<file path="src/rtl/generate_lookup_pkg.sv">
// ============================================================================
// Module      : generate_lookup_pkg
// Description : Shared types, map constants and forward/inverse lookup maps
//               for the generate-time lookup encoder and its inverse.
// Revision    : 1.0 - initial release
// ============================================================================
`default_nettype none

package generate_lookup_pkg;

    typedef logic [7:0] byte_t;

    localparam byte_t LOOKUP_MUL     = 8'd3;
    localparam byte_t LOOKUP_MUL_INV = 8'd171;
    localparam byte_t LOOKUP_ADD     = 8'd5;

    // mode 1 selects the multiply map, anything else the add map
    function automatic byte_t lookup_encode(input byte_t x, input int mode);
        if (mode == 1) return x * LOOKUP_MUL;
        return x + LOOKUP_ADD;
    endfunction

    function automatic byte_t lookup_decode(input byte_t x, input int mode);
        if (mode == 1) return x * LOOKUP_MUL_INV;
        return x - LOOKUP_ADD;
    endfunction

endpackage

`default_nettype wire

</file>
<file path="src/rtl/generate_lookup_pipe_stage.sv">
// ============================================================================
// Module      : generate_lookup_pipe_stage
// Description : Single valid/ready register slice; ready passes through
//               combinationally so a full slice can refill while draining.
// Revision    : 1.0 - initial release
// ============================================================================
`default_nettype none

module generate_lookup_pipe_stage #(
    parameter int DATA_W = 8
) (
    input  logic              clk,
    input  logic              rst,
    input  logic              in_valid,
    output logic              in_ready,
    input  logic [DATA_W-1:0] in_data,
    output logic              out_valid,
    input  logic              out_ready,
    output logic [DATA_W-1:0] out_data
);

    logic              r_valid;
    logic [DATA_W-1:0] r_data;

    assign in_ready  = !r_valid || out_ready;
    assign out_valid = r_valid;
    assign out_data  = r_data;

    // data only moves on a load, so it holds while stalled and after draining
    always_ff @(posedge clk) begin
        if (rst) begin
            r_valid <= 1'b0;
            r_data  <= '0;
        end else if (in_valid && in_ready) begin
            r_valid <= 1'b1;
            r_data  <= in_data;
        end else if (out_ready) begin
            r_valid <= 1'b0;
        end
    end

endmodule

`default_nettype wire

</file>
<file path="src/rtl/generate_lookup_inv.sv">
// ============================================================================
// Module      : generate_lookup_inv
// Description : Two-stage valid/ready inverse of the lookup encoder with a
//               transfer counter. Optional round-trip self check enabled by
//               macro GENERATE_LOOKUP_ROUNDTRIP_CHECK_EN.
// Revision    : 1.0 - initial release
// ============================================================================
`default_nettype none

module generate_lookup_inv
    import generate_lookup_pkg::*;
#(
    parameter int ENABLE_PARAM = 1,
    parameter int CNT_W        = 16
) (
    input  logic             clk,
    input  logic             rst,
    input  logic             in_valid,
    output logic             in_ready,
    input  logic [7:0]       in_code,
    output logic             out_valid,
    input  logic             out_ready,
    output logic [7:0]       out_val,
    output logic [CNT_W-1:0] xfer_count,
    output logic             err
);

`ifdef GENERATE_LOOKUP_ROUNDTRIP_CHECK_EN
    localparam int S2_W = 16;
`else
    localparam int S2_W = 8;
`endif

    logic            w_s1_valid;
    logic            w_s2_ready;
    byte_t           w_s1_code;
    byte_t           w_dec;
    logic [S2_W-1:0] w_s2_in;
    logic [S2_W-1:0] w_s2_data;
    logic            w_out_xfer;

    logic [CNT_W-1:0] r_xfer_count;

    generate_lookup_pipe_stage #(
        .DATA_W (8)
    ) u_s1 (
        .clk       (clk),
        .rst       (rst),
        .in_valid  (in_valid),
        .in_ready  (in_ready),
        .in_data   (in_code),
        .out_valid (w_s1_valid),
        .out_ready (w_s2_ready),
        .out_data  (w_s1_code)
    );

    // only the selected inverse map is elaborated
    generate
        if (ENABLE_PARAM == 1) begin : g_dec_mul
            assign w_dec = w_s1_code * LOOKUP_MUL_INV;
        end else begin : g_dec_add
            assign w_dec = w_s1_code - LOOKUP_ADD;
        end
    endgenerate

    generate_lookup_pipe_stage #(
        .DATA_W (S2_W)
    ) u_s2 (
        .clk       (clk),
        .rst       (rst),
        .in_valid  (w_s1_valid),
        .in_ready  (w_s2_ready),
        .in_data   (w_s2_in),
        .out_valid (out_valid),
        .out_ready (out_ready),
        .out_data  (w_s2_data)
    );

    assign w_out_xfer = out_valid && out_ready;

`ifdef GENERATE_LOOKUP_ROUNDTRIP_CHECK_EN
    // S2 carries {original code, decoded byte}; the check re-encodes the port value
    byte_t w_stored_code;
    byte_t w_reenc;
    logic  r_err;

    assign w_s2_in       = {w_s1_code, w_dec};
    assign out_val       = w_s2_data[7:0];
    assign w_stored_code = w_s2_data[15:8];
    assign w_reenc       = lookup_encode(out_val, ENABLE_PARAM);

    always_ff @(posedge clk) begin
        if (rst) begin
            r_err <= 1'b0;
        end else if (w_out_xfer && (w_reenc != w_stored_code)) begin
            r_err <= 1'b1;
        end
    end

    assign err = r_err;
`else
    assign w_s2_in = w_dec;
    assign out_val = w_s2_data;
    assign err     = 1'b0;
`endif

    always_ff @(posedge clk) begin
        if (rst) begin
            r_xfer_count <= '0;
        end else if (w_out_xfer) begin
            r_xfer_count <= r_xfer_count + CNT_W'(1);
        end
    end

    assign xfer_count = r_xfer_count;

endmodule

`default_nettype wire
</file>
<file path="config.mk">
export PLATFORM = sky130hd
export DESIGN_NAME = generate_lookup_inv
export DESIGN_NICKNAME = d
export VERILOG_FILES = /design/src/rtl/generate_lookup_pkg.sv /design/src/rtl/generate_lookup_pipe_stage.sv /design/src/rtl/generate_lookup_inv.sv
export SDC_FILE = /design/constraint.sdc
export NUM_CORES = 1
export LEC_CHECK = 0
export ABC_AREA = 1
export BUFFER_PORTS_ARGS = -buffer_cell sky130_fd_sc_hd__buf_2
export CAP_MARGIN = 20
export CORE_MARGIN = 2
export CORE_UTILIZATION = 57
export DETAILED_ROUTE_END_ITERATION = 16
export PLACE_DENSITY_LB_ADDON = 0.05
export SLEW_MARGIN = 15
export SYNTH_ARGS = -nofsm -noshare
export SYNTH_HDL_FRONTEND = slang
export SYNTH_HIERARCHICAL = 1
export SYNTH_SLANG_ARGS = --single-unit
</file>
<file path="constraint.sdc">
create_clock -name clk -period 3.9 [get_ports clk]
set_clock_uncertainty 0.05 [all_clocks]
set_input_delay 0.78 -clock clk [delete_from_list [all_inputs] [get_ports clk]]
set_output_delay 0.78 -clock clk [all_outputs]
set_load 0.02 [all_outputs]
</file>
==> qor.csv, run 1 <==
stage,metric,value,unit
cts,Max clock buf depth,2,
place,RePlAce Congestion,0.8129,
cts,H-tree Lvls,2,
die,die area,4729,um^2
synth,Post-Syn Area,2391,um^2
timing,Fmax,0.3298,GHz
die,I/O pin count,39,
pwr,Clk pwr share,0.302,
detailed_routing,total wire length,4.297,mm
detailed_routing,vias per cell,4.955,
cells_and_area,fin util,0.6460,
detailed_routing,remaining antenna violation count,0,
worst_setup_path,highest-delay cell along the critical path,fa_1,
place,dpl cell area,2520,um^2
global_routing,Tot GR Track Use,0.2156,
worst_setup_path,critical path class,flop to flop,
global_routing,initial antenna violation count,0,
detailed_routing,post-detailed-route wirelength per cell,10.66,um
synth,sequential share of the synthesized area,0.2847,
pwr,Switching Fraction,0.3049,
detailed_routing,DR DRC count,0,
pwr,NetSw,256.6,uW
synth,Syn. warnings,6,
detailed_routing,routed vias,1997,
timing,TNS Setup,0,ns
cts,setup bufs post-CTS,0,
global_routing,largest net degree at the start of global routing,19,
place,IO Port Bufs,37,
cells_and_area,# diodes,0,
hold_path,Hold Path Class,flop to flop,
synth,syn avg cell area,7.495,um^2
die,Starting Density,0.5935,
worst_setup_path,Worst Path Required,4.03,ns
synth,Post-synth EDFFs,0,
synth,Async SR Flop Fraction,0,
timing,Final Cycle Share,0.7776,
cts,post-CTS sizing,0,
worst_setup_path,CP startpoint,u_s1/out_data[1],
worst_setup_path,crit path launch type,flop,
cts,latest clock arrival within the worst-skew pair,0.28,ns
timing,"Slew Viols, Final",0,
worst_setup_path,Critical R2R Capture,u_s2/out_data[7],
synth,Synth top area share,0.2847,
cells_and_area,combined area of the multi-input logic cells,1360,um^2
timing,Rel. slew slack,0.4284,
worst_setup_path,Crit. End Element,flop,
pwr,Pint,585.0,uW
place,DP Cell Count,397,
synth,Netlist cell types,35,
detailed_routing,DR pass1 iterations,4,
timing,min Tclk post-route,3.033,ns
die,Die Width,68.77,um
worst_setup_path,Worst Path Max Fanout,5,
die,Die Y,68.77,um
worst_setup_path,FF-to-FF setup slack,0.87,ns
pwr,Worst VDD drop,0.2243,mV
cells_and_area,nets,389,
timing,final-report hold violation count,0,
worst_setup_path,critical path arrival,3.16,ns
cts,clk root buf,clkbuf_8,
flow_run,Max-Cap Viols,0,
die,# rows,23,
pwr,share of power burned in combinational logic,0.245,
worst_setup_path,Worst Setup EP,u_s2/out_data[7],
synth,"Top FF cell, synth",dfxtp_1,
global_routing,vias in the first global route,1881,
cells_and_area,Filler Cells Inserted,384,
pwr,power per cell area,323.4,nW/um^2
die,core area,4029,um^2
cts,CTS tree,done,
synth,synthesized net count,354,
synth,Synth Register Bits,34,
outcome,status,"finished, final reports clean",
synth,top post-synthesis cells by area,"dfxtp_1, nand2_1, ha_1",
place,DPL Wire Length,3.366,mm
worst_setup_path,r2r startpoint,u_s1/out_data[1],
worst_setup_path,Critical Path Max Stage Delay,0.54,ns
cells_and_area,Storage cell area,680.7,um^2
synth,"area leader, netlist",dfxtp_1,
timing,setup violators final,0,
detailed_routing,drt initial violations,87,
cts,"CTS clk-pin slew, worst paths",0.07,ns
worst_setup_path,FF-to-FF path depth,20,
cells_and_area,final cell count without fillers,403,
global_routing,grt ovf,0,
cts,clk sinks,34,
timing,RSZ-0062 raised after global routing,false,
timing,actual slew at the worst max-slew pin,0.8562,ns
cells_and_area,post-route design area,2603,um^2
worst_setup_path,CP cell instances,ha_1 > inv_1 > fa_1 > fa_1 > inv_1 > ha_1 > nand2_1 > inv_1 > nand2_1 > nand3_1 > inv_1 > nand2_1 > nand2_1 > nand2_1 > inv_1 > nor2_1 > inv_1 > nand3_1 > nand2_1 > nor2_1,
cts,hold_buf cts,0,
pwr,Pleak,0.001313,uW
pwr,sequential share of power,0.454,
global_routing,first-pass GRT wire length,7.603,mm
synth,Mapped Cells,319,
cts,CTS Buf Count,5,
cells_and_area,layout cell share with drive strength beyond 1,0.2351,
cells_and_area,area delta synth->final,8.844,%
power by group through the flow:
stage               Combinational [uW]  Sequential (uW)  Clock, uW
CTS                                211              382        265
detailed placement                 209              390          0
finish                             206              382        254
floorplan                          166              395          0
global placement                   204              389          0
global route                       244              384        278
final cells by class:
type,instances,area share
clock buffers,6,0.03173
flip-flops and latches,34,0.2615
well taps,50,0.02404
multi-input cells,217,0.5226
repair buffers,37,0.07115
inverters,59,0.08894
worst max-delay path: cells and delay by family, from the launching register on:
kind / cells / cell delay [ns]
adder cells (fa/ha/maj): 4 / 1.66
flip-flops: 1 / 0.36
buffers and inverters: 6 / 0.28
AND/OR/NAND/NOR: 10 / 0.60
layout by cell type (no fill, tap or decap), types with 5 or more instances in the layout:
master and count:
a21oi_1 9, a21oi_2 19, buf_2 37, clkbuf_8 6, dfxtp_1 34, fa_1 5, ha_1 18, inv_1 53
nand2_1 65, nand3_1 22, nor2_1 37, o21ai_0 5, xnor2_1 5
per-layer routing:
layer,vias up,GRT usage,share of wire
li1,1064,-,-
met1,889,0.2269,0.44
met2,38,0.4135,0.51
met3,6,0.05032,0.044
met4,0,0.07598,0.014
met5,-,0,0
sequential cells by signal (all words and copies together) (netlist names):
signal,count
u_s1/out_data,8
u_s2/out_valid,1
xfer_count,16
u_s2/out_data,8
u_s1/out_valid,1
cell usage after synthesis (3+ instances only):
library cell	count
dfxtp_1	34
nor2_2	4
xnor2_1	5
ha_1	18
fa_1	5
nand2_1	65
buf_12	4
o21ai_0	5
nand3_2	4
xor2_1	4
inv_2	4
a21oi_2	19
a21oi_1	9
inv_1	53
nand4_1	3
nand3_1	22
nor2_1	37
nand2_4	3
cell families (layout without fill, tap and decap cells):
family                     count (synthesis)  after routing  synth area share
and+or+nand+nor                          146            146            0.2852
adders and majority gates                 23             23            0.1361
buffers and inverters                     68            102            0.1465
AOI/OAI and AO/OA                         38             38            0.1130
xor gates and xnor gates                   9              9           0.03296
DFF                                       34             34            0.2847
other                                      1              1          0.001568
through the flow:
stage          worst slack (ns)  power [uW]  hold WS, ns
2_1_floorplan             1.020       561.1       0.4381
3_3_place_gp             0.9190       593.4       0.4160
3_5_place_dp             0.8402       599.0       0.4209
4_1_cts                  0.8347       857.3       0.4368
5_1_grt                  0.4939       905.6       0.4737
6_report                 0.8675       841.5       0.4313
how the worst min path moves through the flow:
stage                           from                to  slack (ns)  depth (start not counted)
finish              u_s2/out_data[2]  u_s2/out_data[2]        0.43                          2
global route        u_s2/out_data[5]  u_s2/out_data[5]        0.47                          2
CTS                 u_s2/out_data[6]  u_s2/out_data[6]        0.44                          2
detailed placement  u_s2/out_data[6]  u_s2/out_data[6]        0.42                          2
global placement    u_s2/out_data[6]  u_s2/out_data[6]        0.42                          2
floorplan           u_s1/out_data[5]  u_s1/out_data[5]        0.44                          2
No activity file was read; power rests on OpenSTA's default activity.
==> run 2, diff against run 1 <==
clock period = 3 ns   (was 3.9 ns; I/O delays follow)
==> run 2 against run 1 <==
Compared with the run above: global-route usage down 1.6 points; first-iteration DRC count down 20%; worst setup slack worse by 0.70 ns; clock power up 37%; count of clock-buffer cells in the layout up 1; cell area up 3.7%; sequential power up 28%; sequential share of layout area down 0.62 points; critical path depth unchanged; sequential cell count unchanged.
==> qor.csv, run 2 (synthesis results as in run 1) <==
stage,metric,value,unit,change
outcome,status,"finished, final reports clean",,unchanged
place,DP Cell Count,401,,was 397
pwr,power per cell area,425.5,nW/um^2,was 323.4 nW/um^2
cells_and_area,nets,393,,was 389
detailed_routing,routed vias,1982,,was 1997
worst_setup_path,Worst Path Max Fanout,4,,was 5
place,IO Port Bufs,37,,unchanged
hold_path,WHS Path Cells,2,,unchanged
hold_path,worst hold start,u_s2/out_data[6],,was u_s2/out_data[2]
detailed_routing,DR pass1 iterations,4,,unchanged
cts,clk sinks,34,,unchanged
cells_and_area,# diodes,0,,unchanged
place,RePlAce Congestion,0.7618,,was 0.8129
detailed_routing,vias per cell,4.846,,was 4.955
timing,setup violators final,0,,unchanged
cells_and_area,"commonest non-fill, non-tap cells in the layout","nand2_1, inv_1, nor2_1, buf_2, dfxtp_1",,unchanged
detailed_routing,remaining antenna violation count,0,,unchanged
die,I/O pin count,39,,unchanged
global_routing,first-pass GRT wire length,6.975,mm,was 7.603 mm
worst_setup_path,Critical R2R Capture,u_s2/out_data[7],,unchanged
pwr,Pleak,0.001344,uW,was 0.001313 uW
timing,"Slew Viols, Final",0,,unchanged
die,# rows,23,,unchanged
worst_setup_path,r2r startpoint,u_s1/out_data[6],,was u_s1/out_data[1]
worst_setup_path,Worst Path Required,3.18,ns,was 4.03 ns
place,DPL Wire Length,3.229,mm,was 3.366 mm
cells_and_area,Filler Cells Inserted,353,,was 384
detailed_routing,drt initial violations,70,,was 87
cts,H-tree Lvls,2,,unchanged
timing,min Tclk post-route,2.835,ns,was 3.033 ns
detailed_routing,post-detailed-route wirelength per cell,10.57,um,was 10.66 um
global_routing,initial antenna violation count,0,,unchanged
die,die area,4729,um^2,unchanged
cells_and_area,fin util,0.6702,,was 0.6460
timing,WHS,0.4385,ns,was 0.4313 ns
timing,Final Cycle Share,0.9450,,was 0.7776
worst_setup_path,CP startpoint,u_s1/out_data[6],,was u_s1/out_data[1]
cells_and_area,flip-flop count of the largest register after layout,16,,unchanged
timing,TNS Setup,0,ns,unchanged
cts,hold_buf cts,0,,unchanged
worst_setup_path,critical path arrival,3.01,ns,was 3.16 ns
hold_path,Hold Path Class,flop to flop,,unchanged
worst_setup_path,critical path class,flop to flop,,unchanged
worst_setup_path,FF-to-FF path depth,20,,unchanged
cts,setup bufs post-CTS,0,,unchanged
cells_and_area,area delta synth->final,12.93,%,was 8.844%
cells_and_area,final cell count without fillers,409,,was 403
detailed_routing,total wire length,4.322,mm,was 4.297 mm
global_routing,largest net degree at the start of global routing,19,,unchanged
die,Die Y,68.77,um,unchanged
cts,latest clock arrival within the worst-skew pair,0.28,ns,about the same
global_routing,vias in the first global route,1707,,was 1881
pwr,Worst VDD drop,0.2982,mV,was 0.2243 mV
worst_setup_path,crit path launch type,flop,,unchanged
cts,clk root buf,clkbuf_8,,unchanged
cells_and_area,"commonest non-fill, non-tap cell in the layout",nand2_1,,unchanged
die,Die Width,68.77,um,unchanged
worst_setup_path,Crit. End Element,flop,,unchanged
timing,final-report hold violation count,0,,unchanged
die,core area,4029,um^2,unchanged
cts,CTS tree,done,,unchanged
global_routing,grt ovf,0,,unchanged
cts,CTS Buf Count,5,,unchanged
cts,Max clock buf depth,2,,unchanged
die,Starting Density,0.5935,,unchanged
timing,Fmax,0.3527,GHz,was 0.3298 GHz
hold_path,Hold Path Sink,u_s2/out_data[6],,was u_s2/out_data[2]
global_routing,Tot GR Track Use,0.1996,,was 0.2156
flow_run,Max-Cap Viols,0,,unchanged
pwr,Power Total,1149,uW,was 841.5 uW
cts,"CTS clk-pin slew, worst paths",0.07,ns,about the same
cells_and_area,layout cell share with drive strength beyond 1,0.2813,,was 0.2351
worst_setup_path,FF-to-FF setup slack,0.17,ns,was 0.87 ns
detailed_routing,DR DRC count,0,,unchanged
[run 2: cell count changes in the layout (fill, tap and decap cells not counted), moves of 2 or more]
cell     before  now
dfxtp_2       0    4
nand2_2       1    3
nand2_1      65   63
ha_4          0    3
ha_1         18   15
dfxtp_1      34   29
buf_4         0    4
[run 2: what timing repair did]
item	CTS	global route
setup endpoints to repair	1	1
pin swaps	0	7
gates resized for setup	2	12
[run 2: critical path, stage by stage (launching register included)]
cell and delay [ns]:
dfxtp_4 0.36, ha_4 0.25, inv_1 0.04, fa_1 0.49
fa_1 0.51, inv_2 0.05, ha_4 0.28, nand2_2 0.05
inv_1 0.05, nand2_2 0.05, nand3_2 0.05, inv_1 0.04
nand2_1 0.05, nand2_1 0.06, nand2_1 0.06, inv_1 0.04
nor2_1 0.07, inv_1 0.04, nand3_1 0.07, nand2_1 0.05
nor2_1 0.07
[run 2: final cells by class]
cell class,count,area [um^2],share of cell area
multi-input combinational,217,1410,0.5222
sequential,34,689.4,0.2553
inverter,59,231.5,0.08573
timing repair buffer,41,215.2,0.07970
clock buffer,7,86.33,0.03197
tap,50,62.56,0.02317
clock inverter,1,5.005,0.001854
[run 2: worst max-delay path by stage]
stage	cells past startpoint	endpoint	slack (ns)
5_1_grt	20	u_s2/out_data[7]	-0.02
3_3_place_gp	18	u_s2/out_data[7]	0.06
6_report	20	u_s2/out_data[7]	0.17
3_5_place_dp	18	u_s2/out_data[7]	-0.007
2_1_floorplan	18	u_s2/out_data[7]	0.12
4_1_cts	19	u_s2/out_data[7]	0.05
[run 2: power breakdown]
group / total (uW) / internal [uW] / switching (uW)
logic: 311 / 135 / 176
registers: 490 / 472 / 17.2
clock network: 348 / 185 / 163
total: 1150 / 792 / 356
[run 2: stage by stage]
stage,worst slack (ns),instance area (um^2)
detailed placement,-0.007219,2550
global placement,0.05649,2550
CTS,0.05273,2655
finish,0.1651,2700
floorplan,0.1196,2391
global route,-0.01703,2700
[run 2: layer usage]
layer  track usage  part of all wire  up-vias
met3       0.03896             0.032        6
met4       0.08824             0.015        0
met1        0.2101              0.45      869
met2        0.3798              0.50       31
li1              -                 -     1076
met5             0                 0        -
==> run 3, diff against run 2 <==
CORE_UTILIZATION = 59   (was 57)
CTS_BUF_LIST = sky130_fd_sc_hd__clkbuf_4   (was unset)
==> run 3 against run 2 <==
Compared with the run above: first-iteration DRC count shrank 1.4%; wire length grew 1.1%; count of clock-buffer cells in the layout shrank 2; critical endpoint unchanged; highest routed layer unchanged; clock power is 34% lower; final cell count is 0.24% lower; worst hold slack improved by 0.0015 ns; worst setup slack lost 0.038 ns; register-to-register slack worse by 0.04 ns; maximum frequency fell by 1.3%; sequential cell count did not move.
==> qor.csv, run 3 (synthesis results as in run 1) <==
stage,metric,value,unit,change
outcome,status,"finished, final reports clean",,unchanged
cells_and_area,nets,394,,was 393
place,dpl cell area,2550,um^2,unchanged
worst_setup_path,Worst Path Max Fanout,4,,unchanged
cts,CTS Buf Count,5,,unchanged
worst_setup_path,crit path launch type,flop,,unchanged
place,pre-CTS WS,-0.02648,ns,was -0.007219 ns
global_routing,first-pass GRT wire length,7.107,mm,was 6.975 mm
detailed_routing,remaining antenna violation count,0,,unchanged
detailed_routing,drt initial violations,69,,was 70
place,DPL Wire Length,3.268,mm,was 3.229 mm
cts,latest clock arrival within the worst-skew pair,0.34,ns,was 0.28 ns
timing,Final Cycle Share,0.9576,,was 0.9450
detailed_routing,total wire length,4.369,mm,was 4.322 mm
worst_setup_path,FF-to-FF setup slack,0.13,ns,was 0.17 ns
timing,setup violators final,0,,unchanged
place,IO Port Bufs,37,,unchanged
hold_path,WHS Path Cells,2,,unchanged
global_routing,vias in the first global route,1760,,was 1707
hold_path,worst hold start,u_s2/out_data[7],,was u_s2/out_data[6]
die,I/O pin count,39,,unchanged
die,Die Width,67.66,um,was 68.77 um
detailed_routing,routed vias,2031,,was 1982
timing,min Tclk post-route,2.873,ns,was 2.835 ns
worst_setup_path,FF-to-FF path depth,20,,unchanged
worst_setup_path,r2r startpoint,u_s1/out_data[6],,unchanged
flow_run,Max-Cap Viols,0,,unchanged
cells_and_area,fin util,0.6795,,was 0.6702
hold_path,Hold Path Sink,u_s2/out_data[7],,was u_s2/out_data[6]
die,Starting Density,0.6065,,was 0.5935
place,RePlAce Congestion,0.7952,,was 0.7618
detailed_routing,DR DRC count,0,,unchanged
global_routing,Tot GR Track Use,0.2072,,was 0.1996
cells_and_area,"commonest non-fill, non-tap cells in the layout","nand2_1, inv_1, nor2_1, buf_2, dfxtp_1",,unchanged
worst_setup_path,Critical R2R Capture,u_s2/out_data[7],,unchanged
pwr,Pleak,0.001321,uW,was 0.001344 uW
cts,"CTS clk-pin slew, worst paths",0.10,ns,was 0.07 ns
cells_and_area,area delta synth->final,12.04,%,was 12.93%
detailed_routing,DR pass1 iterations,5,,was 4
global_routing,initial antenna violation count,0,,unchanged
detailed_routing,vias per cell,4.978,,was 4.846
die,Die Y,67.66,um,was 68.77 um
cells_and_area,flip-flop count of the largest register after layout,16,,unchanged
worst_setup_path,critical path arrival,3.10,ns,was 3.01 ns
timing,Setup WS post-layout,0.1273,ns,was 0.1651 ns
die,core area,3943,um^2,was 4029 um^2
cts,Max clock buf depth,2,,unchanged
cts,clk root buf,clkbuf_4,,was clkbuf_8
worst_setup_path,Worst Path Required,3.23,ns,was 3.18 ns
global_routing,grt ovf,0,,unchanged
cells_and_area,layout cell share with drive strength beyond 1,0.2905,,was 0.2813
timing,Fmax,0.3481,GHz,was 0.3527 GHz
timing,"Slew Viols, Final",0,,unchanged
hold_path,Hold Path Class,flop to flop,,unchanged
cts,hold_buf cts,0,,unchanged
timing,final-report hold violation count,0,,unchanged
pwr,Worst VDD drop,0.2280,mV,was 0.2982 mV
cells_and_area,post-route design area,2679,um^2,was 2700 um^2
die,# rows,23,,unchanged
cts,CTS tree,done,,unchanged
worst_setup_path,critical path class,flop to flop,,unchanged
worst_setup_path,Crit. End Element,flop,,unchanged
cts,H-tree Lvls,2,,unchanged
detailed_routing,post-detailed-route wirelength per cell,10.71,um,was 10.57 um
cells_and_area,"commonest non-fill, non-tap cell in the layout",nand2_1,,unchanged
pwr,power per cell area,387.7,nW/um^2,was 425.5 nW/um^2
global_routing,largest net degree at the start of global routing,19,,unchanged
cells_and_area,# diodes,0,,unchanged
die,die area,4578,um^2,was 4729 um^2
timing,RSZ-0062 raised after global routing,true,,
cts,clk sinks,34,,unchanged
[run 3: cell count changes in the layout (fill, tap and decap cells not counted), moves of 2 or more]
cell / delta
inv_1: -2
clkbuf_8: -6
inv_2: +2
dfxtp_2: -2
clkbuf_4: +5
[run 3: layout make-up]
class	instances	area, um^2
clock buffers	5	37.54
clock inverters	1	3.754
fillers	361	1264
inverters	59	231.5
well taps	50	62.56
multi-input cells	217	1430
repair buffers	42	222.7
flip-flops and latches	34	690.7
[run 3: what timing repair did]
item                                    in CTS  in global routing
resized for setup                            2                 17
cloned                                       0                  0
setup buffers                                0                  1
pin swaps                                    0                 12
endpoints found under the setup margin       1                  1
[run 3: worst max-delay path, stage by stage (launching register included)]
cell     delay, ns
dfxtp_4       0.37
ha_4          0.25
inv_2         0.03
fa_1          0.48
fa_1          0.51
inv_2         0.05
ha_4          0.27
nand2_2       0.05
inv_2         0.06
nand2_2       0.05
nand3_2       0.06
inv_1         0.04
nand2_1       0.06
nand2_2       0.06
nand2_1       0.06
inv_1         0.03
nor2_1        0.08
inv_1         0.04
nand3_1       0.07
nand2_1       0.06
nor2_1        0.08
[run 3: stage by stage]
step | total power [uW] | TNS [ns] | hold slack [ns] | instances
after floorplan | 729.4 | 0 | 0.4381 | 319
after CTS | 1022 | 0 | 0.4510 | 407
final | 1039 | 0 | 0.4400 | 408
after detailed placement | 784.9 | -0.02648 | 0.4299 | 401
after global placement | 774.2 | 0 | 0.4147 | 401
after global routing | 1115 | -0.03552 | 0.4617 | 408
[run 3: worst max path at each step]
stage	startpoint	end	slack [ns]
5_1_grt	u_s1/out_data[6]	u_s2/out_data[7]	-0.04
3_3_place_gp	u_s1/out_data[3]	u_s2/out_data[7]	0.06
6_report	u_s1/out_data[6]	u_s2/out_data[7]	0.13
3_5_place_dp	u_s1/out_data[3]	u_s2/out_data[7]	-0.03
2_1_floorplan	u_s1/out_data[1]	u_s2/out_data[7]	0.12
4_1_cts	u_s1/out_data[3]	u_s2/out_data[7]	0.03
[run 3: power breakdown]
group	switching, uW	internal, uW
registers	19.4	472
clock network	148	80.0
logic	180	140
total	347	692
[run 3: layer usage]
metal | vias up | global-route usage | wire (um)
li1 | 1080 | - | -
met4 | 0 | 0.08929 | 80
met1 | 906 | 0.2177 | 1934
met2 | 35 | 0.3824 | 2185
met5 | - | 0 | 0
met3 | 10 | 0.05667 | 169
